--- src/rtl/vread_pkg.sv ---
// Shared types and sizing helpers for the external-read unit family.
// Latency: n/a (declarations only).
// Backpressure: n/a (declarations only).
package vread_pkg;

  // Read-side FSM: one request cycle per burst, then beats until last.
  typedef enum logic [1:0] {
    RD_IDLE,
    RD_REQ,
    RD_BEAT,
    RD_DONE
  } rd_state_t;

  // Output address generator phases.
  typedef enum logic [1:0] {
    GEN_IDLE,
    GEN_WAIT,
    GEN_READ
  } gen_state_t;

  // AXI bursts must not cross a 4 KB page.
  localparam int unsigned PAGE_BYTES = 4096;
  localparam int          PAGE_W     = 12;

  // Output words packed into one bus word.
  function automatic int calc_diff(input int axi_data_w, input int data_w);
    return axi_data_w / data_w;
  endfunction

  // Offset bits that select the output word inside a bus word.
  function automatic int calc_decision_w(input int axi_data_w, input int data_w);
    return $clog2(axi_data_w / data_w);
  endfunction

  function automatic int calc_buf_w(input int num_buf);
    return $clog2(num_buf);
  endfunction

  function automatic int calc_off_w(input int addr_w, input int num_buf);
    return addr_w - $clog2(num_buf);
  endfunction

endpackage

--- src/rtl/vread_out_gen.sv ---
// Two-level (period x iterations) read-address generator with start delay and bit-reverse.
// Latency: first read the cycle after run when delay=0, otherwise delay cycles later.
// Backpressure: none; one read per cycle once started. run restarts it at any time.
// Ports: run/start/incr/shift/period/iterations/delay/reverse in; rd, offset, done out.
module vread_out_gen
  import vread_pkg::*;
#(
  parameter int OFF_W    = 12,
  parameter int PERIOD_W = 10
) (
  input  logic                clk,
  input  logic                rst,
  input  logic                run,
  input  logic [OFF_W-1:0]    start,
  input  logic [OFF_W-1:0]    incr,
  input  logic [OFF_W-1:0]    shift,
  input  logic [PERIOD_W-1:0] period,
  input  logic [PERIOD_W-1:0] iterations,
  input  logic [31:0]         delay,
  input  logic                reverse,
  output logic                rd,
  output logic [OFF_W-1:0]    offset,
  output logic                done
);

  gen_state_t          state_q, state_d;
  logic [OFF_W-1:0]    incr_q, shift_q, base_q, off_q;
  logic [PERIOD_W-1:0] per_q, iter_q, j_q, i_q;
  logic [31:0]         wait_q;
  logic                rev_q;
  logic                last_j, last_i, zero_cfg;

  assign last_j   = (j_q == per_q - 1'b1);
  assign last_i   = (i_q == iter_q - 1'b1);
  assign zero_cfg = (period == '0) || (iterations == '0);

  always_comb begin
    state_d = state_q;
    if (run) begin
      if (zero_cfg)           state_d = GEN_IDLE;
      else if (delay == '0)   state_d = GEN_READ;
      else                    state_d = GEN_WAIT;
    end else begin
      case (state_q)
        GEN_WAIT: if (wait_q == 32'd1) state_d = GEN_READ;
        GEN_READ: if (last_j && last_i) state_d = GEN_IDLE;
        default: ;
      endcase
    end
  end

  always_ff @(posedge clk or posedge rst) begin
    if (rst) begin
      state_q <= GEN_IDLE;
      incr_q  <= '0;
      shift_q <= '0;
      base_q  <= '0;
      off_q   <= '0;
      per_q   <= '0;
      iter_q  <= '0;
      j_q     <= '0;
      i_q     <= '0;
      wait_q  <= '0;
      rev_q   <= 1'b0;
    end else begin
      state_q <= state_d;
      if (run) begin
        incr_q  <= incr;
        shift_q <= shift;
        per_q   <= period;
        iter_q  <= iterations;
        wait_q  <= delay;
        rev_q   <= reverse;
        base_q  <= start;
        off_q   <= start;
        j_q     <= '0;
        i_q     <= '0;
      end else begin
        case (state_q)
          GEN_WAIT: wait_q <= wait_q - 32'd1;
          GEN_READ: begin
            if (last_j) begin
              // Outer step: next row starts at the shifted base.
              j_q    <= '0;
              i_q    <= i_q + 1'b1;
              base_q <= base_q + shift_q;
              off_q  <= base_q + shift_q;
            end else begin
              j_q   <= j_q + 1'b1;
              off_q <= off_q + incr_q;
            end
          end
          default: ;
        endcase
      end
    end
  end

  // Bit reversal is applied to the finished offset, not to the operands.
  always_comb begin
    offset = off_q;
    if (rev_q) begin
      for (int b = 0; b < OFF_W; b++) offset[b] = off_q[OFF_W-1-b];
    end
  end

  assign rd   = (state_q == GEN_READ);
  assign done = (state_q == GEN_IDLE);

endmodule

--- src/rtl/vread_multibuf.sv ---
// External-read unit: bursts `amount` bus words into a rotating N-buffer, replays the previous buffer on out0.
// Latency: databus_valid_0 the cycle after run; buffer write combinational with each accepted beat; out0 one cycle after each read.
// Backpressure: beats accepted only on valid&ready; REQ bubble between bursts; run aborts and restarts both engines.
// Ports: databus_* AXI-like read master; ext_2p_* two-port buffer; out0 output word; run/done control; config sampled on run.
module vread_multibuf
  import vread_pkg::*;
#(
  parameter int   DATA_W     = 32,
  parameter int   AXI_DATA_W = 32,
  parameter int   AXI_ADDR_W = 32,
  parameter int   ADDR_W     = 12,
  parameter int   NUM_BUF    = 2,
  parameter int   LEN_W      = 8,
  parameter int   AMOUNT_W   = 16,
  parameter int   PERIOD_W   = 10,
  localparam int  BUF_W      = calc_buf_w(NUM_BUF),
  localparam int  OFF_W      = calc_off_w(ADDR_W, NUM_BUF)
) (
  input  logic                  clk,
  input  logic                  rst,
  input  logic                  run,
  output logic                  done,
  output logic                  databus_valid_0,
  input  logic                  databus_ready_0,
  output logic [AXI_ADDR_W-1:0] databus_addr_0,
  output logic [LEN_W-1:0]      databus_len_0,
  input  logic [AXI_DATA_W-1:0] databus_rdata_0,
  input  logic                  databus_last_0,
  output logic                  ext_2p_write_0,
  output logic [ADDR_W-1:0]     ext_2p_addr_out_0,
  output logic [AXI_DATA_W-1:0] ext_2p_data_out_0,
  output logic                  ext_2p_read_0,
  output logic [ADDR_W-1:0]     ext_2p_addr_in_0,
  input  logic [AXI_DATA_W-1:0] ext_2p_data_in_0,
  output logic [DATA_W-1:0]     out0,
  input  logic [AXI_ADDR_W-1:0] ext_addr,
  input  logic [AMOUNT_W-1:0]   amount,
  input  logic                  enableRead,
  input  logic                  pingPong,
  input  logic [OFF_W-1:0]      start,
  input  logic [OFF_W-1:0]      incr,
  input  logic [OFF_W-1:0]      shift,
  input  logic [PERIOD_W-1:0]   period,
  input  logic [PERIOD_W-1:0]   iterations,
  input  logic [31:0]           delay,
  input  logic                  reverse
);

  localparam int          DEC_W     = calc_decision_w(AXI_DATA_W, DATA_W);
  localparam int unsigned AXI_BYTES = AXI_DATA_W / 8;
  localparam int          BYTE_SH   = $clog2(AXI_DATA_W / 8);
  localparam int unsigned MAX_LEN   = 1 << LEN_W;
  localparam int          BUF_R     = (BUF_W > 0) ? BUF_W : 1;

  rd_state_t             state_q, state_d;
  logic [AMOUNT_W-1:0]   rem_q;
  logic [AXI_ADDR_W-1:0] addr_q;
  logic [OFF_W-1:0]      wr_off_q;
  logic [LEN_W-1:0]      len_q;
  logic [LEN_W:0]        beats_q;
  logic [BUF_R-1:0]      wr_buf_q, rd_buf_q;
  logic                  first_q;
  logic [31:0]           page_left, beats_c;
  logic                  beat_acc;
  logic                  gen_rd, gen_done;
  logic [OFF_W-1:0]      gen_off, rd_off_mem;

  // Burst size: limited by what is left, by the length field and by the page end.
  always_comb begin
    page_left = (32'(PAGE_BYTES) - 32'(addr_q[PAGE_W-1:0])) >> BYTE_SH;
    beats_c   = 32'(rem_q);
    if (beats_c > 32'(MAX_LEN)) beats_c = 32'(MAX_LEN);
    if (beats_c > page_left)    beats_c = page_left;
  end

  // A run in the same cycle drops the beat: it belongs to the aborted transfer.
  assign beat_acc = (state_q == RD_BEAT) && databus_ready_0 && !run;

  always_comb begin
    state_d = state_q;
    if (run) begin
      state_d = (enableRead && (amount != '0)) ? RD_REQ : RD_DONE;
    end else begin
      case (state_q)
        RD_REQ:  state_d = RD_BEAT;
        RD_BEAT: if (beat_acc && databus_last_0)
                   state_d = (rem_q == AMOUNT_W'(1)) ? RD_DONE : RD_REQ;
        default: ;
      endcase
    end
  end

  always_ff @(posedge clk or posedge rst) begin
    if (rst) begin
      state_q  <= RD_IDLE;
      rem_q    <= '0;
      addr_q   <= '0;
      wr_off_q <= '0;
      len_q    <= '0;
      beats_q  <= '0;
      wr_buf_q <= '0;
      rd_buf_q <= '0;
      first_q  <= 1'b0;
    end else begin
      state_q <= state_d;
      first_q <= run;
      if (run) begin
        rem_q    <= amount;
        addr_q   <= ext_addr;
        wr_off_q <= '0;
        // The buffer just filled becomes the one replayed.
        wr_buf_q <= (pingPong && BUF_W > 0) ? wr_buf_q + 1'b1 : '0;
        rd_buf_q <= (pingPong && BUF_W > 0) ? wr_buf_q : '0;
      end else begin
        if (state_q == RD_REQ) begin
          len_q   <= LEN_W'(beats_c - 32'd1);
          beats_q <= (LEN_W+1)'(beats_c);
        end
        if (beat_acc) begin
          wr_off_q <= wr_off_q + 1'b1;
          rem_q    <= rem_q - 1'b1;
          if (databus_last_0)
            addr_q <= addr_q + AXI_ADDR_W'(32'(beats_q) * AXI_BYTES);
        end
      end
    end
  end

  assign databus_valid_0   = (state_q == RD_REQ) || (state_q == RD_BEAT);
  assign databus_addr_0    = addr_q;
  // Length is live during REQ and frozen for the rest of the burst.
  assign databus_len_0     = (state_q == RD_REQ) ? LEN_W'(beats_c - 32'd1) : len_q;
  assign ext_2p_write_0    = beat_acc;
  assign ext_2p_data_out_0 = beat_acc ? databus_rdata_0 : '0;
  assign ext_2p_read_0     = gen_rd;
  // first_q forces done low for the cycle after run even if nothing is to be done.
  assign done = ((state_q == RD_IDLE) || (state_q == RD_DONE)) && gen_done && !first_q;

  vread_out_gen #(
    .OFF_W    (OFF_W),
    .PERIOD_W (PERIOD_W)
  ) u_out_gen (
    .clk        (clk),
    .rst        (rst),
    .run        (run),
    .start      (start),
    .incr       (incr),
    .shift      (shift),
    .period     (period),
    .iterations (iterations),
    .delay      (delay),
    .reverse    (reverse),
    .rd         (gen_rd),
    .offset     (gen_off),
    .done       (gen_done)
  );

  // Width adapter: high offset bits address the bus word, low bits pick the lane.
  if (DEC_W > 0) begin : g_adapt
    logic [DEC_W-1:0] sel_q;
    assign rd_off_mem = gen_off >> DEC_W;
    always_ff @(posedge clk or posedge rst) begin
      if (rst)         sel_q <= '0;
      else if (gen_rd) sel_q <= gen_off[DEC_W-1:0];
    end
    assign out0 = ext_2p_data_in_0[sel_q*DATA_W +: DATA_W];
  end else begin : g_direct
    assign rd_off_mem = gen_off;
    assign out0       = ext_2p_data_in_0;
  end

  if (BUF_W > 0) begin : g_bufsel
    assign ext_2p_addr_out_0 = {wr_buf_q, wr_off_q};
    assign ext_2p_addr_in_0  = {rd_buf_q, rd_off_mem};
  end else begin : g_single
    assign ext_2p_addr_out_0 = wr_off_q;
    assign ext_2p_addr_in_0  = rd_off_mem;
  end

endmodule

--- config.mk ---
export PLATFORM = sky130hd
export DESIGN_NAME = vread_multibuf
export DESIGN_NICKNAME = d
export VERILOG_FILES = /design/src/rtl/vread_pkg.sv /design/src/rtl/vread_out_gen.sv /design/src/rtl/vread_multibuf.sv
export SDC_FILE = /design/constraint.sdc
export NUM_CORES = 1
export LEC_CHECK = 0
export BUFFER_PORTS_ARGS = -buffer_cell sky130_fd_sc_hd__buf_2
export CAP_MARGIN = 20
export CORE_MARGIN = 10
export CORE_UTILIZATION = 40
export DETAILED_ROUTE_END_ITERATION = 10
export GPL_ROUTABILITY_DRIVEN = 0
export SKIP_LAST_GASP = 1
export SLEW_MARGIN = 30
export SYNTH_ARGS = -nofsm -noshare
export SYNTH_HDL_FRONTEND = slang
export SYNTH_SLANG_ARGS = --single-unit
--- constraint.sdc ---
create_clock -name clk -period 21.3 [get_ports clk]
set_input_delay 4.26 -clock clk [delete_from_list [all_inputs] [get_ports clk]]
set_output_delay 4.26 -clock clk [all_outputs]
set_load 0.1 [all_outputs]
Word level (Yosys, flattened, before mapping)
Index checks and enable logic that the tools add are counted.
Widths: inputs -> output; s select.
- register bits: 200
- output and inout bits: 132
- logic and storage cells: 117
- add/sub/neg operators: 13
- order comparisons: 2
- eq/ne operators: 12
- mux-type cells: 39
- bitwise gates (word level): 1
- reduce and logical (&&, ||, !) cells: 30
- operators with widths (cell ; count):
    $mux 32 ; 6
    $mux 11 ; 9
    $mux 10 ; 6
    $mux 16 ; 3
    $add 32x11->32 ; 1
    $eq 32x1->1 const B ; 1
    $logic_not 32->1 ; 1
    $sub 32x1->32 const B ; 1
    $gt 16x30->1 ; 1
    $add 11x11->11 ; 2
    $add 10x1->10 const B ; 2
    $eq 10x10->1 ; 2
    $logic_not 10->1 ; 2
    $sub 10x1->10 const B ; 2
    $mux 2 ; 9
    $eq 16x1->1 const B ; 1
    $gt 16x9->1 const B ; 1
    $reduce_bool 16->1 ; 1
    $sub 16x1->16 const B ; 1
    $sub 13x12->14 const A ; 1
    $add 11x1->11 const B ; 1
    $reduce_bool 2->1 ; 5
    $mux 9 ; 1
    $mux 8 ; 1
    other kinds (16) ; 36

Depth between registers and ports, before layout
Gate-level depths: netlist of the first run.
- word-level depth: 7
- depth in mapped cells: 21
- gate-level depth less buffers: 20

Cells and area by module
A second synthesis of the first run with hierarchy kept.
- cell total of the unflattened synthesis: 1451
- area total of the unflattened synthesis: 12966.2 µm²
- by module, submodules not included (module ; times used ; cells each ; area an instance (µm²) ; sequential area each (µm²)):
    vread_out_gen ; 1 ; 762 ; 7185.6 ; 2977.9
    vread_multibuf ; 1 ; 689 ; 5780.5 ; 2026.9

Least setup slack after synthesis of the first run
No wires, ideal clock.
- kind: in2out
- start: in run
- end: out ext_2p_write_0
- arrival time: 6.511 ns
- required time: 17.040 ns
- path slack: 10.529 ns
- cell stages on the path: 6
- buffers on the path: 5
- path through: clkbuf_1 clkbuf_1 buf_1 clkbuf_1 buf_1 nor2_1
- longest elaborated chain between the ends: 2
- RTL lines (what ; line ; text):
    from (decl) ; vread_multibuf.sv:21 ; input logic run,
    $logic_not 1->1 ; vread_multibuf.sv:77 ; assign beat_acc = (state_q == RD_BEAT) && databus_ready_0 && !run;
    $logic_and 1x1->1 ; vread_multibuf.sv:77 ;
    to (decl) ; vread_multibuf.sv:29 ; output logic ext_2p_write_0,
Every way passes these cells.

Worst setup path in the final report of the first run
- start: reg rem_q[2]
- end: out databus_len_0[6]
- longest elaborated chain between the ends: 6
- RTL lines (what ; line ; text):
    from (decl) ; vread_multibuf.sv:56 ; logic [AMOUNT_W-1:0] rem_q;
    from (signal assigned) ; vread_multibuf.sv:108 ; rem_q <= amount;
    from (signal assigned) ; vread_multibuf.sv:121 ; rem_q <= rem_q - 1'b1;
    $gt 16x9->1 ; vread_multibuf.sv:72 ; if (beats_c > 32'(MAX_LEN)) beats_c = 32'(MAX_LEN);
    $mux 16 * ; vread_multibuf.sv:72 ;
    $gt 16x30->1 ; vread_multibuf.sv:73 ; if (beats_c > page_left) beats_c = page_left;
    $mux 9 * ; vread_multibuf.sv:73 ;
    $sub 8x1->8 * ; vread_multibuf.sv:132 ; assign databus_len_0 = (state_q == RD_REQ) ? LEN_W'(beats_c - 32'd1) : len_q;
    $mux 8 * ; n/a ;
    to (decl) ; vread_multibuf.sv:26 ; output logic [LEN_W-1:0] databus_len_0,
Every way passes the cells marked *; elsewhere a longest branch is shown, timed or not.

==> results.json, run 1 <==
{
  "status": "complete, no violations",
  "layout.nets": 1893,
  "dieArea_mm2": 0.0398,
  "num_io_pins": 337,
  "drc": 0,
  "relSlewSlack": 0.411,
  "critPathCaptureType": "output port",
  "syn2layout_area_growth_pct": 16.1,
  "hold_path_end": "len_q[3]",
  "maxCapViolCount": 0,
  "synth_area_mm2": 0.0129,
  "crit_chain": "or4_4 -> or3_1 -> o21ai_2 -> nor4b_4 -> and2_1 -> ha_1 -> a21o_1 -> a21oi_1 -> o221ai_1 -> a31oi_1 -> a32oi_1 -> buf_4 -> mux2_2 -> ha_1 -> nand2_1 -> mux2i_1 -> xor2_1 -> mux2i_1 -> a21oi_1 -> buf_2",
  "place_ws_ps": 11000,
  "post_synth_inst_count": 1430,
  "fp-row-count": 65,
  "yosysTopAreaCell": "dfrtp_1",
  "wl_per_cell_um": 17.8,
  "cp_data_required_time_ps": 17040,
  "critical_path_buf_inv_count": 2,
  "finalClockSkew_ps": 12.3,
  "p_leak_nw": 6.78,
  "avgViaCountPerCell": 5.33,
  "synth_compound_area_frac": 0.128,
  "clkLatencyLatePin_ps": 460,
  "cts_inserted_buffers": 17,
  "path_clk_slew_ps": 80,
  "dp_hpwl_um": 27400,
  "synth_edf_count": 0,
  "finalHoldViolCount": 0,
  "cp-start-kind": "register",
  "min_period_ps": 10350,
  "timing.rr.end": "len_q[6]",
  "power.density_mw_per_mm2": 81.2,
  "ir_worst_vdd_mv": 0.0875,
  "drt_iter0_drc": 539,
  "post-cts-setup-buffers": 0,
  "cts_tree": "yes",
  "syn_area_per_cell_um2": 9.02,
  "synth.most_common_cell": "dfrtp_1",
  "drt-total-wl_um": 36400,
  "synth.area.top_cells": "dfrtp_1 39%, xnor2_1 6.8%, o21ai_0 5.6%",
  "antenna_found_initial": 3,
  "postSynth.asyncResetShare": 1.00,
  "yosys.area_share.adder": 0.0551,
  "slowest_stage": "or4_4",
  "die_h_um": 200,
  "timing.final.crit_share": 0.486,
  "synthMuxAreaShare": 0.0743,
  "crit_arrival_ps": 6090,
  "dr.pass1.iters": 5,
  "cts.sinks": 200,
  "synth_top_family_by_area": "simple AND/OR/NAND/NOR gates",
  "critPathMaxFanout": 14,
  "r2r_cells": 19,
  "min_from": "len_q[3]",
  "die_x_um": 200,
  "r2r_slack_ps": 15980,
  "hold_path.class": "register to register",
  "grt_use_total": 0.181,
  "drv_slew": 0,
  "grt_max_degree": 133,
  "rsz0062_at_grt": "false",
  "critPathKind": "register to output port",
  "synth_top_area_frac": 0.388,
  "yosys.area_share.simple": 0.197,
  "synth_ff_type": "dfrtp_1",
  "ctsResizeCount": 0,
  "synth_seq_area_share": 0.388,
  "via_count": 10900,
  "postRouteAntennaNets": 0,
  "fin_tns_setup_ps": 0,
  "drive_above_1_share": 0.244,
  "fin_ws_ps": 10950,
  "worst_pin_slew_ps": 880,
  "synth-seq-cells": 200,
  "cts_hold_buf": 0,
  "timing.rr.start": "rem_q[2]",
  "grt_pass1_vias": 10800,
  "cp_top_family": "simple AND/OR/NAND/NOR gates",
  "synth-xor-area-share": 0.101,
  "grt_pass1_wl_um": 57600,
  "clock_path_buffers": 2,
  "netlist-cell-type-count": 75,
  "portBuffers": 272,
  "htreeDepth": 4,
  "core_area_mm2": 0.0317,
  "fmax_ghz": 0.0966,
  "grt-ovfl-total": 0,
  "setup_viol": 0,
  "synth.top_cells.by_count": "200 x dfrtp_1, 182 x nand2_1, 144 x o21ai_0",
  "synth_warnings": 0,
  "initial_core_util": 0.407,
  "hold_path_depth": 2,
  "max_stage_delay_ps": 590,
  "cts-root-buf": "clkbuf_16"
}
==> worst reg2reg max path, stage by stage (launching register included) <==
cell,delay [ps]
dfrtp_1,460
or4_4,590
or3_1,440
o21ai_2,150
nor4b_4,500
and2_1,240
ha_1,160
a21o_1,120
a21oi_1,70
o221ai_1,190
a31oi_1,120
a32oi_1,380
buf_4,320
mux2_2,380
ha_1,290
nand2_1,140
mux2i_1,240
xor2_1,90
mux2i_1,210
o21ai_0,110
==> metal layers <==
metal / GRT usage / part of all wire
met2: 0.308 / 0.48
met1: 0.221 / 0.43
met3: 0.0486 / 0.076
met4: 0.0494 / 0.014
met5: 0 / 0.00058
==> cell type report <==
cell class	count	area [um2]
well taps	402	503
inverters	55	219
fillers	3098	16700
flip-flops and latches	200	5000
clock inverters	13	173
diodes	1	2.50
multi-input cells	1077	7170
clock buffers	19	453
repair buffers	282	1450
==> flip-flops by register name, summed over array words and instances (netlist names) <==
register           cells
beats_q                9
databus_addr_0        32
first_q                1
len_q                  8
rd_buf_q               1
rem_q                 16
state_q                2
u_out_gen.base_q      11
u_out_gen.i_q         10
u_out_gen.incr_q      11
u_out_gen.iter_q      10
u_out_gen.j_q         10
u_out_gen.off_q       11
u_out_gen.per_q       10
u_out_gen.rev_q        1
u_out_gen.shift_q     11
u_out_gen.state_q      2
u_out_gen.wait_q      32
wr_buf_q               1
wr_off_q              11
==> worst max-delay path by stage <==
| stage | startpoint | endpoint | slack [ps] | depth (start not counted) |
|---|---|---|---|---|
| 6_report | rem_q[2] | databus_len_0[6] | 10950 | 20 |
| 2_1_floorplan | run | ext_2p_write_0 | 10530 | 6 |
| 3_3_place_gp | run | ext_2p_data_out_0[25] | 11050 | 5 |
| 4_1_cts | rem_q[2] | databus_len_0[6] | 10930 | 20 |
| 5_1_grt | rem_q[2] | databus_len_0[6] | 10580 | 20 |
| 3_5_place_dp | run | ext_2p_data_out_0[23] | 11000 | 5 |
==> power breakdown <==
part           total (mW)  leakage [nW]  internal (mW)  switching, mW
Clock               0.354         0.306          0.186          0.168
Sequential          0.461          2.46          0.420         0.0411
Combinational       0.402          4.02          0.127          0.275
Total                1.22          6.78          0.732          0.484
==> cells by family after synthesis <==
group,Yosys count
XOR/XNOR,149
multiplexers,87
AO/OA/AOI/OAI,278
other,1
AND/OR/NAND/NOR,506
flip-flops,200
adder cells (fa/ha/maj),55
buffers and inverters,154
==> stage by stage <==
| stage | hold slack (ps) | area (um2) | instances | util | total power, mW |
|---|---|---|---|---|---|
| after floorplan | 442 | 12900 | 1431 | - | 0.807 |
| after global placement | 452 | 14300 | 2016 | 0.452 | 0.866 |
| after detailed placement | 458 | 14300 | 2016 | 0.452 | 0.871 |
| after CTS | 478 | 15000 | 2048 | 0.472 | 1.23 |
| after global routing | 502 | 15000 | 2048 | 0.472 | 1.28 |
| final | 478 | 15000 | 2049 | 0.472 | 1.22 |
==> cell usage in the layout, fill, tap and decap left out, types with 9 or more instances in the layout <==
cell       synthesis  routed
xor2_1            49      49
nand3_1           28      28
nor4_1            34      34
a21o_1             9       9
nor2b_1           18      18
nor2_1            69      69
nand2_1          182     182
clkbuf_16          0      17
dfrtp_1          200     200
ha_1              52      52
a21oi_1           45      45
and3_1            42      42
o21ai_0          144     144
mux2_2            62      62
mux2i_1           23      23
nand4_1           10      10
xnor2_1          100     100
nor3_1            46      46
buf_2              4     271
nand2b_1          14      14
inv_1             54      53
or3_1             21      21
a211oi_1          16      16
buf_4             36       9
Note: power is estimated with default switching activity, not from simulation.
==> run 2, diff against run 1 <==
Settings changed: PLACE_DENSITY set to 0.66.
Clock period 21.3 ns to 8.6 ns, I/O delays scaled along.
==> results.json, run 2 (synthesis results as in run 1) <==
{
  "status": "complete, no violations",
  "clockPowerShare": 0.279,
  "final_cell_mix": "271 x buf_2, 200 x dfrtp_1, 182 x nand2_1",
  "timing.rr.end": "len_q[6]",
  "die_x_um": 200,
  "fmax_ghz": 0.131,
  "antenna_found_initial": 7,
  "ctsResizeCount": 0,
  "htreeDepth": 4,
  "grt_pass1_vias": 11200,
  "min_period_ps": 7630,
  "ir_worst_vdd_mv": 0.214,
  "min_from": "len_q[6]",
  "core_area_mm2": 0.0317,
  "layout.nets": 1895,
  "hold_path_end": "len_q[6]",
  "cp_top_family": "simple AND/OR/NAND/NOR gates",
  "seqPwrFrac": 0.383,
  "dr.pass1.iters": 5,
  "grt_pass1_wl_um": 60000,
  "clkLatencyLatePin_ps": 450,
  "power_switching_mw": 1.20,
  "cp_data_required_time_ps": 6880,
  "critPathMaxFanout": 11,
  "critical_path_buf_inv_count": 1,
  "fillers": 3082,
  "p_int_mw": 1.78,
  "r2r_slack_ps": 3480,
  "drt-total-wl_um": 38600,
  "relSlewSlack": 0.390,
  "timing.final.crit_share": 0.887,
  "path_clk_slew_ps": 80,
  "setup_viol": 0,
  "grt_use_total": 0.191,
  "rsz0062_at_grt": "false",
  "avgViaCountPerCell": 5.38,
  "slowest_stage": "or4_4",
  "post-cts-setup-buffers": 0,
  "power_mw": 2.98,
  "layout_commonest_cell": "buf_2",
  "postRouteAntennaNets": 0,
  "via_count": 11000,
  "timing.rr.start": "rem_q[2]",
  "fp-row-count": 65,
  "power.density_mw_per_mm2": 199,
  "r2r_cells": 18,
  "critPathKind": "register to output port",
  "max_stage_delay_ps": 590,
  "portBuffers": 272,
  "cts-root-buf": "clkbuf_16",
  "cts_hold_buf": 0,
  "dp_hpwl_um": 29300,
  "comb_power_share": 0.337,
  "wl_per_cell_um": 18.8,
  "p_leak_nw": 6.77,
  "maxCapViolCount": 0,
  "hold_path_depth": 2,
  "cts.sinks": 200,
  "swShare": 0.404,
  "drc": 0,
  "hold_path.class": "register to register",
  "cts_inserted_buffers": 17,
  "drive_above_1_share": 0.245,
  "finish.instance_area_mm2": 0.0150,
  "drv_slew": 0,
  "utilization": 0.472,
  "crit_arrival_ps": 5910,
  "syn2layout_area_growth_pct": 16.0,
  "cp-start-kind": "register",
  "grt_max_degree": 76,
  "clock_path_buffers": 2,
  "finalClockSkew_ps": 9.89,
  "critPathCaptureType": "output port",
  "num_io_pins": 337,
  "crit_chain": "or4_4 -> or3_1 -> o21ai_2 -> nor4b_4 -> and2_1 -> ha_1 -> a21o_1 -> a21oi_1 -> o221ai_1 -> a31oi_1 -> a32oi_1 -> mux2_4 -> ha_1 -> nand2_1 -> mux2i_1 -> xor2_1 -> mux2i_1 -> a21oi_1 -> buf_2",
  "cts_tree": "yes",
  "finalHoldViolCount": 0,
  "initial_core_util": 0.407,
  "dieArea_mm2": 0.0398,
  "fin_tns_setup_ps": 0,
  "grt-ovfl-total": 0,
  "postPlaceCellArea_mm2": 0.0144,
  "drt_iter0_drc": 597,
  "die_h_um": 200,
  "worst_pin_slew_ps": 912
}
[run 2: cell types whose count changed in the layout (fill, tap and decap cells not counted)]
cell / previous run / this run
inv_8: 4 / 3
diode_2: 1 / 3
clkinv_4: 0 / 2
clkbuf_8: 3 / 2
bufinv_16: 2 / 1
buf_4: 9 / 11
[run 2: worst max path at each step]
stage / start / end / slack [ps] / depth (start not counted)
global placement: rem_q[2] / databus_len_0[6] / 1720 / 19
floorplan: databus_addr_0[2] / databus_len_0[6] / 570 / 17
detailed placement: rem_q[2] / databus_len_0[6] / 1570 / 19
global route: rem_q[2] / databus_len_0[6] / 750 / 19
finish: rem_q[2] / databus_len_0[6] / 970 / 19
CTS: rem_q[2] / databus_len_0[6] / 980 / 19
[run 2: power groups by stage]
stage	clock (mW)	sequential [mW]	combinational [mW]
2_1_floorplan	0	1.24	0.763
3_3_place_gp	0	1.15	0.989
3_5_place_dp	0	1.16	1.00
4_1_cts	0.865	1.14	1.01
5_1_grt	0.901	1.16	1.09
6_report	0.832	1.14	1.00
[run 2: cell type report]
class	count	area, um2	area share
repair buffers	284	1460	0.0979
inverters	55	214	0.0143
diodes	3	7.51	0.000502
clock buffers	18	439	0.0294
flip-flops and latches	200	5000	0.335
well taps	402	503	0.0336
clock inverters	13	154	0.0103
multi-input cells	1077	7170	0.479
[run 2: metal layers]
metal,vias up,wire (um),global-route usage,part of all wire
li1,5368,-,-,-
met1,5302,16500,0.227,0.43
met2,308,18200,0.322,0.47
met3,50,2850,0.0552,0.074
met4,6,974,0.0693,0.025
met5,-,33,0,0.00086
[run 2: worst register-to-register path: cells and delay by family (launching register included)]
family	cells	cell delay, ps
compound gates	7	1150
simple gates	5	1950
mux	3	800
flops	1	450
xor+xnor	1	90
fa+ha+maj	2	550
[run 2: stage by stage]
stage,std cells,worst slack [ps],hold WS (ps)
2_1_floorplan,1431,574,442
3_3_place_gp,2018,1720,454
3_5_place_dp,2018,1570,469
4_1_cts,2049,981,490
5_1_grt,2051,754,520
6_report,2052,969,489
